==> config.mk <==
export PLATFORM = sky130hd
export DESIGN_NAME = mips_controller
export DESIGN_NICKNAME = d
export VERILOG_FILES = /design/src/rtl/mips_pkg.sv /design/src/rtl/mips_aludec.sv /design/src/rtl/mips_controller.sv
export SDC_FILE = /design/constraint.sdc
export NUM_CORES = 1
export LEC_CHECK = 0
export BUFFER_PORTS_ARGS = -buffer_cell sky130_fd_sc_hd__clkbuf_2
export CAP_MARGIN = 40
export CORE_MARGIN = 4
export CORE_UTILIZATION = 39
export DETAILED_ROUTE_END_ITERATION = 6
export MAX_ROUTING_LAYER = met4
export PLACE_DENSITY = 0.77
export SLEW_MARGIN = 40
export SYNTH_ARGS = -nofsm -noshare
export SYNTH_HDL_FRONTEND = slang
export SYNTH_SLANG_ARGS = --single-unit
==> constraint.sdc <==
create_clock -name clk -period 1.15 [get_ports clk]
set_input_delay 0.0575 -clock clk [delete_from_list [all_inputs] [get_ports clk]]
set_output_delay 0.0575 -clock clk [all_outputs]
set_load 0.1 [all_outputs]
==> src/rtl/mips_pkg.sv <==
// Shared encodings for the multicycle MIPS control path: FSM states, opcode/funct values and ALU codes.
// Defining MIPS_BNE_EN adds the BNEEX state and the bne opcode decode.
package mips_pkg;

  typedef enum logic [3:0] {
    FETCH   = 4'd0,
    DECODE  = 4'd1,
    MEMADR  = 4'd2,
    MEMRD   = 4'd3,
    MEMWR   = 4'd4,
    MEMWB   = 4'd5,
    RTYPEEX = 4'd6,
    RTYPEWB = 4'd7,
    BEQEX   = 4'd8,
    ADDIEX  = 4'd9,
    ADDIWB  = 4'd10,
    JEX     = 4'd11
`ifdef MIPS_BNE_EN
    , BNEEX = 4'd12
`endif
  } statetype;

  localparam logic [5:0] OP_RTYPE = 6'h00;
  localparam logic [5:0] OP_J     = 6'h02;
  localparam logic [5:0] OP_BEQ   = 6'h04;
  localparam logic [5:0] OP_BNE   = 6'h05;
  localparam logic [5:0] OP_ADDI  = 6'h08;
  localparam logic [5:0] OP_LW    = 6'h23;
  localparam logic [5:0] OP_SW    = 6'h2B;

  localparam logic [5:0] FUNCT_ADD = 6'h20;
  localparam logic [5:0] FUNCT_SUB = 6'h22;
  localparam logic [5:0] FUNCT_AND = 6'h24;
  localparam logic [5:0] FUNCT_OR  = 6'h25;
  localparam logic [5:0] FUNCT_SLT = 6'h2A;

  localparam logic [2:0] ALUCTL_AND = 3'b000;
  localparam logic [2:0] ALUCTL_OR  = 3'b001;
  localparam logic [2:0] ALUCTL_ADD = 3'b010;
  localparam logic [2:0] ALUCTL_SUB = 3'b110;
  localparam logic [2:0] ALUCTL_SLT = 3'b111;

  // ALUOP_NONE marks states that do not use the ALU, so alucontrol reads as all-zero there.
  localparam logic [1:0] ALUOP_ADD   = 2'b00;
  localparam logic [1:0] ALUOP_SUB   = 2'b01;
  localparam logic [1:0] ALUOP_FUNCT = 2'b10;
  localparam logic [1:0] ALUOP_NONE  = 2'b11;

endpackage

==> src/rtl/mips_aludec.sv <==
// ALU decoder: turns the FSM's coarse aluop plus the R-type funct field into a 3-bit alucontrol.
module mips_aludec
  import mips_pkg::*;
(
  input  logic [1:0] aluop_i,
  input  logic [5:0] funct_i,
  output logic [2:0] alucontrol_o
);

  always_comb begin
    alucontrol_o = ALUCTL_AND;
    case (aluop_i)
      ALUOP_ADD: alucontrol_o = ALUCTL_ADD;
      ALUOP_SUB: alucontrol_o = ALUCTL_SUB;
      ALUOP_FUNCT: begin
        // Unsupported funct codes fall back to add without raising any flag.
        case (funct_i)
          FUNCT_SUB: alucontrol_o = ALUCTL_SUB;
          FUNCT_AND: alucontrol_o = ALUCTL_AND;
          FUNCT_OR:  alucontrol_o = ALUCTL_OR;
          FUNCT_SLT: alucontrol_o = ALUCTL_SLT;
          default:   alucontrol_o = ALUCTL_ADD;
        endcase
      end
      default: alucontrol_o = ALUCTL_AND;
    endcase
  end

endmodule

==> src/rtl/mips_controller.sv <==
// Multicycle MIPS control FSM: one state per cycle, stalls on memready, drives every datapath select/enable.
// Defining MIPS_BNE_EN enables the bne instruction (op 05) via a BNEEX state.
module mips_controller
  import mips_pkg::*;
(
  input  logic       clk,
  input  logic       reset,
  input  logic [5:0] op,
  input  logic [5:0] funct,
  input  logic       zero,
  input  logic       memready,
  output logic       alusrca,
  output logic [1:0] alusrcb,
  output logic [1:0] pcsource,
  output logic [2:0] alucontrol,
  output logic       pcen,
  output logic       memtoreg,
  output logic       regdst,
  output logic       iord,
  output logic       regwrite,
  output logic       irwrite,
  output logic       memwrite,
  output logic       illegal_op
);

  statetype   state_q, state_d;
  logic [1:0] aluop;
  logic       pcwrite, branch;
`ifdef MIPS_BNE_EN
  logic       bne;
`endif

  always_ff @(posedge clk or negedge reset) begin
    if (!reset) state_q <= FETCH;
    else        state_q <= state_d;
  end

  always_comb begin
    state_d    = FETCH;
    aluop      = ALUOP_NONE;
    alusrca    = 1'b0;
    alusrcb    = 2'b00;
    pcsource   = 2'b00;
    pcwrite    = 1'b0;
    branch     = 1'b0;
`ifdef MIPS_BNE_EN
    bne        = 1'b0;
`endif
    memtoreg   = 1'b0;
    regdst     = 1'b0;
    iord       = 1'b0;
    regwrite   = 1'b0;
    irwrite    = 1'b0;
    memwrite   = 1'b0;
    illegal_op = 1'b0;

    case (state_q)
      FETCH: begin
        alusrcb = 2'b01;
        aluop   = ALUOP_ADD;
        irwrite = memready;
        pcwrite = memready;
        state_d = memready ? DECODE : FETCH;
      end
      DECODE: begin
        alusrcb = 2'b11;
        aluop   = ALUOP_ADD;
        case (op)
          OP_LW, OP_SW: state_d = MEMADR;
          OP_RTYPE:     state_d = RTYPEEX;
          OP_BEQ:       state_d = BEQEX;
          OP_ADDI:      state_d = ADDIEX;
          OP_J:         state_d = JEX;
`ifdef MIPS_BNE_EN
          OP_BNE:       state_d = BNEEX;
`endif
          default: begin
            state_d    = FETCH;
            illegal_op = 1'b1;
          end
        endcase
      end
      MEMADR: begin
        alusrca = 1'b1;
        alusrcb = 2'b10;
        aluop   = ALUOP_ADD;
        state_d = (op == OP_LW) ? MEMRD : MEMWR;
      end
      MEMRD: begin
        iord    = 1'b1;
        state_d = memready ? MEMWB : MEMRD;
      end
      MEMWR: begin
        iord     = 1'b1;
        memwrite = memready;
        state_d  = memready ? FETCH : MEMWR;
      end
      MEMWB: begin
        memtoreg = 1'b1;
        regwrite = memready;
      end
      RTYPEEX: begin
        alusrca = 1'b1;
        aluop   = ALUOP_FUNCT;
        state_d = RTYPEWB;
      end
      RTYPEWB: begin
        regdst   = 1'b1;
        regwrite = 1'b1;
      end
      BEQEX: begin
        alusrca  = 1'b1;
        aluop    = ALUOP_SUB;
        pcsource = 2'b01;
        branch   = 1'b1;
      end
`ifdef MIPS_BNE_EN
      BNEEX: begin
        alusrca  = 1'b1;
        aluop    = ALUOP_SUB;
        pcsource = 2'b01;
        bne      = 1'b1;
      end
`endif
      ADDIEX: begin
        alusrca = 1'b1;
        alusrcb = 2'b10;
        aluop   = ALUOP_ADD;
        state_d = ADDIWB;
      end
      ADDIWB: regwrite = 1'b1;
      JEX: begin
        pcsource = 2'b10;
        pcwrite  = 1'b1;
      end
      default: state_d = FETCH;
    endcase

`ifdef MIPS_BNE_EN
    pcen = pcwrite | (branch & zero) | (bne & ~zero);
`else
    pcen = pcwrite | (branch & zero);
`endif

    // While reset is held every select and enable reads zero, so nothing is written mid-abort.
    if (!reset) begin
      aluop      = ALUOP_NONE;
      alusrca    = 1'b0;
      alusrcb    = 2'b00;
      pcsource   = 2'b00;
      pcen       = 1'b0;
      memtoreg   = 1'b0;
      regdst     = 1'b0;
      iord       = 1'b0;
      regwrite   = 1'b0;
      irwrite    = 1'b0;
      memwrite   = 1'b0;
      illegal_op = 1'b0;
    end
  end

  mips_aludec u_aludec (
    .aluop_i      (aluop),
    .funct_i      (funct),
    .alucontrol_o (alucontrol)
  );

endmodule

==> run summary, run 1 <==
Post-synth ARST share - 1.00
# IOs - 32
sequential area share after synthesis - 0.166
EDFF count, synth - 0
Core Rows - 13
Stop Error - [ERROR DPL-0038] Utilization greater than 100%, impossible to legalize
Yosys warnings - 0
Die X - 47.3 um
routability cong. - 0.915
outcome - did not finish
mapped cell area - 602 um^2
#FFs+latches synth - 4
post-synthesis instance total - 85
Synth Flop Type - dfrtp_1
Initial Util - 0.435
Yosys top cell area share - 0.166
Fail Step - detailed placement
port buffer count - 31
Synth Net Count - 101
die height - 47.3 um
top area cells in the synthesized netlist - dfrtp_1, nor2_1, o21ai_0
dominant cell type by area after synthesis - dfrtp_1
Yosys cell types - 38
Mean Syn Cell Area - 7.08 um^2
## cell families after synthesis
| logic type | count (synthesis) | share of synthesized area |
|---|---|---|
| compound gates | 23 | 0.274 |
| simple gates | 47 | 0.459 |
| flops | 4 | 0.166 |
| xor+xnor | 1 | 0.0146 |
| buf+inv | 10 | 0.0852 |
## metrics by stage
stage	instance area, um^2	TNS, ns	hold slack (ns)
2_1_floorplan	759	-6.82	-0.238
3_3_place_gp	1390	-3.43	0.00190
## synth_stat cells (2+ instances only)
cell type,count
nor3_1,4
and2_1,2
o21ai_0,6
nor2b_1,2
o221ai_1,2
nand3b_1,2
nand3_1,3
buf_2,2
nand2b_1,4
nand2_1,5
nor2_1,10
dfrtp_1,4
o211ai_1,3
a21oi_1,3
or3b_1,2
and3_1,2
inv_1,5
nor3b_1,4
==> run 2: changes to the inputs <==
--- a/config.mk
+++ b/config.mk
@@ -7,11 +7,10 @@
 export LEC_CHECK = 0
 export BUFFER_PORTS_ARGS = -buffer_cell sky130_fd_sc_hd__clkbuf_2
 export CAP_MARGIN = 40
-export CORE_MARGIN = 4
-export CORE_UTILIZATION = 39
+export CORE_AREA = 4 4 65 67
 export DETAILED_ROUTE_END_ITERATION = 6
-export MAX_ROUTING_LAYER = met4
-export PLACE_DENSITY = 0.77
+export DIE_AREA = 0 0 69 71
+export PLACE_DENSITY_LB_ADDON = 0.15
 export SLEW_MARGIN = 40
 export SYNTH_ARGS = -nofsm -noshare
 export SYNTH_HDL_FRONTEND = slang
==> constraint.sdc (replaced) <==
create_clock -name clk -period 1.49 [get_ports clk]
set_input_delay 0.0745 -clock clk [delete_from_list [all_inputs] [get_ports clk]]
set_output_delay 0.0745 -clock clk [all_outputs]
set_load 0.1 [all_outputs]
==> run summary, run 2 <==
outcome - finished with violations
failing checks - negative setup slack
max reg flops - 4
largest net degree at the start of global routing - 13
fmax - 600 MHz
routability cong. - 0.821 (-10%)
initial antenna violation count - 0
Yosys warnings - 0 (unchanged)
CTS tree - done
sequential area share after synthesis - 0.166 (unchanged)
area of the multi-input gates - 646 um^2
most frequent cells in the layout - buf_12, buf_4, clkbuf_2
vias post-DR - 827
max cap viols - 0
Yosys top cell area share - 0.166 (unchanged)
Max Used Layer - met4
die height - 71 um (+50%)
Leak - 0.606 nW
placed cells - 173
post-synthesis instance total - 85 (unchanged)
Total GRT Usage - 0.0999
GRT Residual Overflow - 0
fillers - 387
PnR worst setup slack - -0.178 ns
Crit path arrival time - 1.59 ns
Crit Path Category - reg2out
final hold vios - 0
mapped cell area - 602 um^2 (unchanged)
dominant cell type by area after synthesis - dfrtp_1
WL met1 - 917 um
skew final - 0.000239 ns
FF/Latch Area - 100 um^2
Routed WL per cell - 13.0 um
DIE AREA - 4900 um^2
Tmin final - 1.67 ns
Yosys cell types - 38 (unchanged)
1st-iter DRT viols - 11
EDFF count, synth - 0 (unchanged)
Post-DRT Antenna Nets - 0
Final Net Count - 155
Data required, critical path - 1.42 ns
PwrDens - 732 nW/um^2
Critical Path Fanout Max - 6
Die X - 69 um (+46%)
maximum vdd drop - 0.000312 V
RSZ-0062 raised after global routing - true
Initial DRT Pass Iterations - 4
vias in the first global route - 891
post-DP HPWL - 1.99 mm
fin cells - 185
Clock Latency Late Sink - 0.22 ns
Worst setup EP type - output pin
Clock Sinks - 4
WL met3 - 103 um
htree depth - 1
Synth Net Count - 101 (unchanged)
area growth from synthesis to layout - 144%
actual slew at the worst max-slew pin - 0.556 ns
Post-synth ARST share - 1.00 (unchanged)
Core Rows - 22 (+9)
biggest regs - state_q (4)
Synth Flop Type - dfrtp_1
layout cells sized above 1 - 0.642
clk buf depth - 2
crit share post-route - 1.12
HP Class - in2reg
#FFs+latches synth - 4 (unchanged)
Slew headroom - 0.625
Initial Util - 0.166 (-0.270)
CTS buffer count - 3
ant diodes - 0
vias per inst - 4.47
Mean Syn Cell Area - 7.08 um^2 (unchanged)
Slew Limit Fails - 0
hold slack final - 0.239 ns
core region area - 3630 um^2
Root Buffer - clkbuf_8
Setup Viol. Count Final - 11
met2 WL - 1.36 mm
top-count cell post-synth - nor2_1
port buffer count - 31 (unchanged)
top area cells in the synthesized netlist - dfrtp_1, nor2_1, o21ai_0
clock slew at reported path FFs - 0.03 ns
Synth top cells by count - nor2_1, o21ai_0, inv_1, nand2_1
# IOs - 32 (unchanged)
first-pass GRT wire length - 4.04 mm
most flop-heavy register - state_q
Routed WL - 2.41 mm
Critical Path Start Type - register
DRC - 0
## run 2: cell counts after synthesis
Identical to the previous run, type by type.
## run 2: final timing paths
| check | start | endpoint | slack [ns] | depth (start not counted) |
|---|---|---|---|---|
| worst max-delay path | state_q[0] | alusrcb[1] | -0.18 | 5 |
| worst min-delay path | op[5] | state_q[0] | 0.24 | 4 |
| worst max register to register | state_q[0] | state_q[2] | 0.05 | 5 |
| worst min register to register | state_q[2] | state_q[3] | 0.74 | 3 |
| max in group asynchronous | reset | state_q[2] | 0.80 | 3 |
| min in group asynchronous | reset | state_q[1] | 0.53 | 3 |
## run 2: cell type report
class / instances / share of cell area
inverters: 5 / 0.0145
well taps: 48 / 0.0410
repair buffers: 54 / 0.408
flip-flops and latches: 4 / 0.0683
multi-input cells: 71 / 0.440
clock buffers: 3 / 0.0282
## run 2: repair_timing
item                       in CTS  in global routing
hold endpoints to repair        4                  0
resized for setup              15                  8
pin swaps                      10                  5
gates cloned                    0                  0
setup buffers                   2                  7
setup endpoints to repair      13                 17
hold buffers                    1                  0
## run 2: report_power, final
group,internal (mW),switching (mW),total (mW)
registers,0.121,0.0138,0.134
clock network,0.172,0.0575,0.230
logic,0.301,0.408,0.709
## run 2: worst max-delay path: stages, from the launching register on
cell and delay (ns):
dfrtp_1 0.40, buf_6 0.15, or3b_4 0.38, nand2_2 0.07, and3_4 0.19, buf_12 0.17
## run 2: cells by family after synthesis
| kind of cell | synth area share |
|---|---|
| buffers and inverters | 0.0852 |
| xor gates and xnor gates | 0.0146 |
| DFF | 0.166 |
| AOI/OAI and AO/OA | 0.274 |
| and+or+nand+nor | 0.459 |
## run 2: metal layers
layer / global-route usage / up-vias
li1: - / 421
met1: 0.111 / 375
met2: 0.186 / 27
met3: 0.0170 / 4
met4: 0.0434 / 0
met5: 0 / -
## run 2: metrics by stage
stage / cell area, um^2 / utilization / total power [mW] / worst slack [ns] / TNS [ns]
final: 1470 / 0.404 / 1.07 / -0.178 / -1.19
after global routing: 1470 / 0.404 / 1.12 / -0.230 / -1.89
after CTS: 1390 / 0.383 / 1.04 / -0.174 / -1.26
after detailed placement: 1280 / 0.352 / 0.768 / -0.00743 / -0.0130
after global placement: 1280 / 0.352 / 0.765 / 0.00472 / 0
after floorplan: 757 / - / 0.532 / -0.527 / -2.53
No activity file was read; power rests on OpenSTA's default activity.
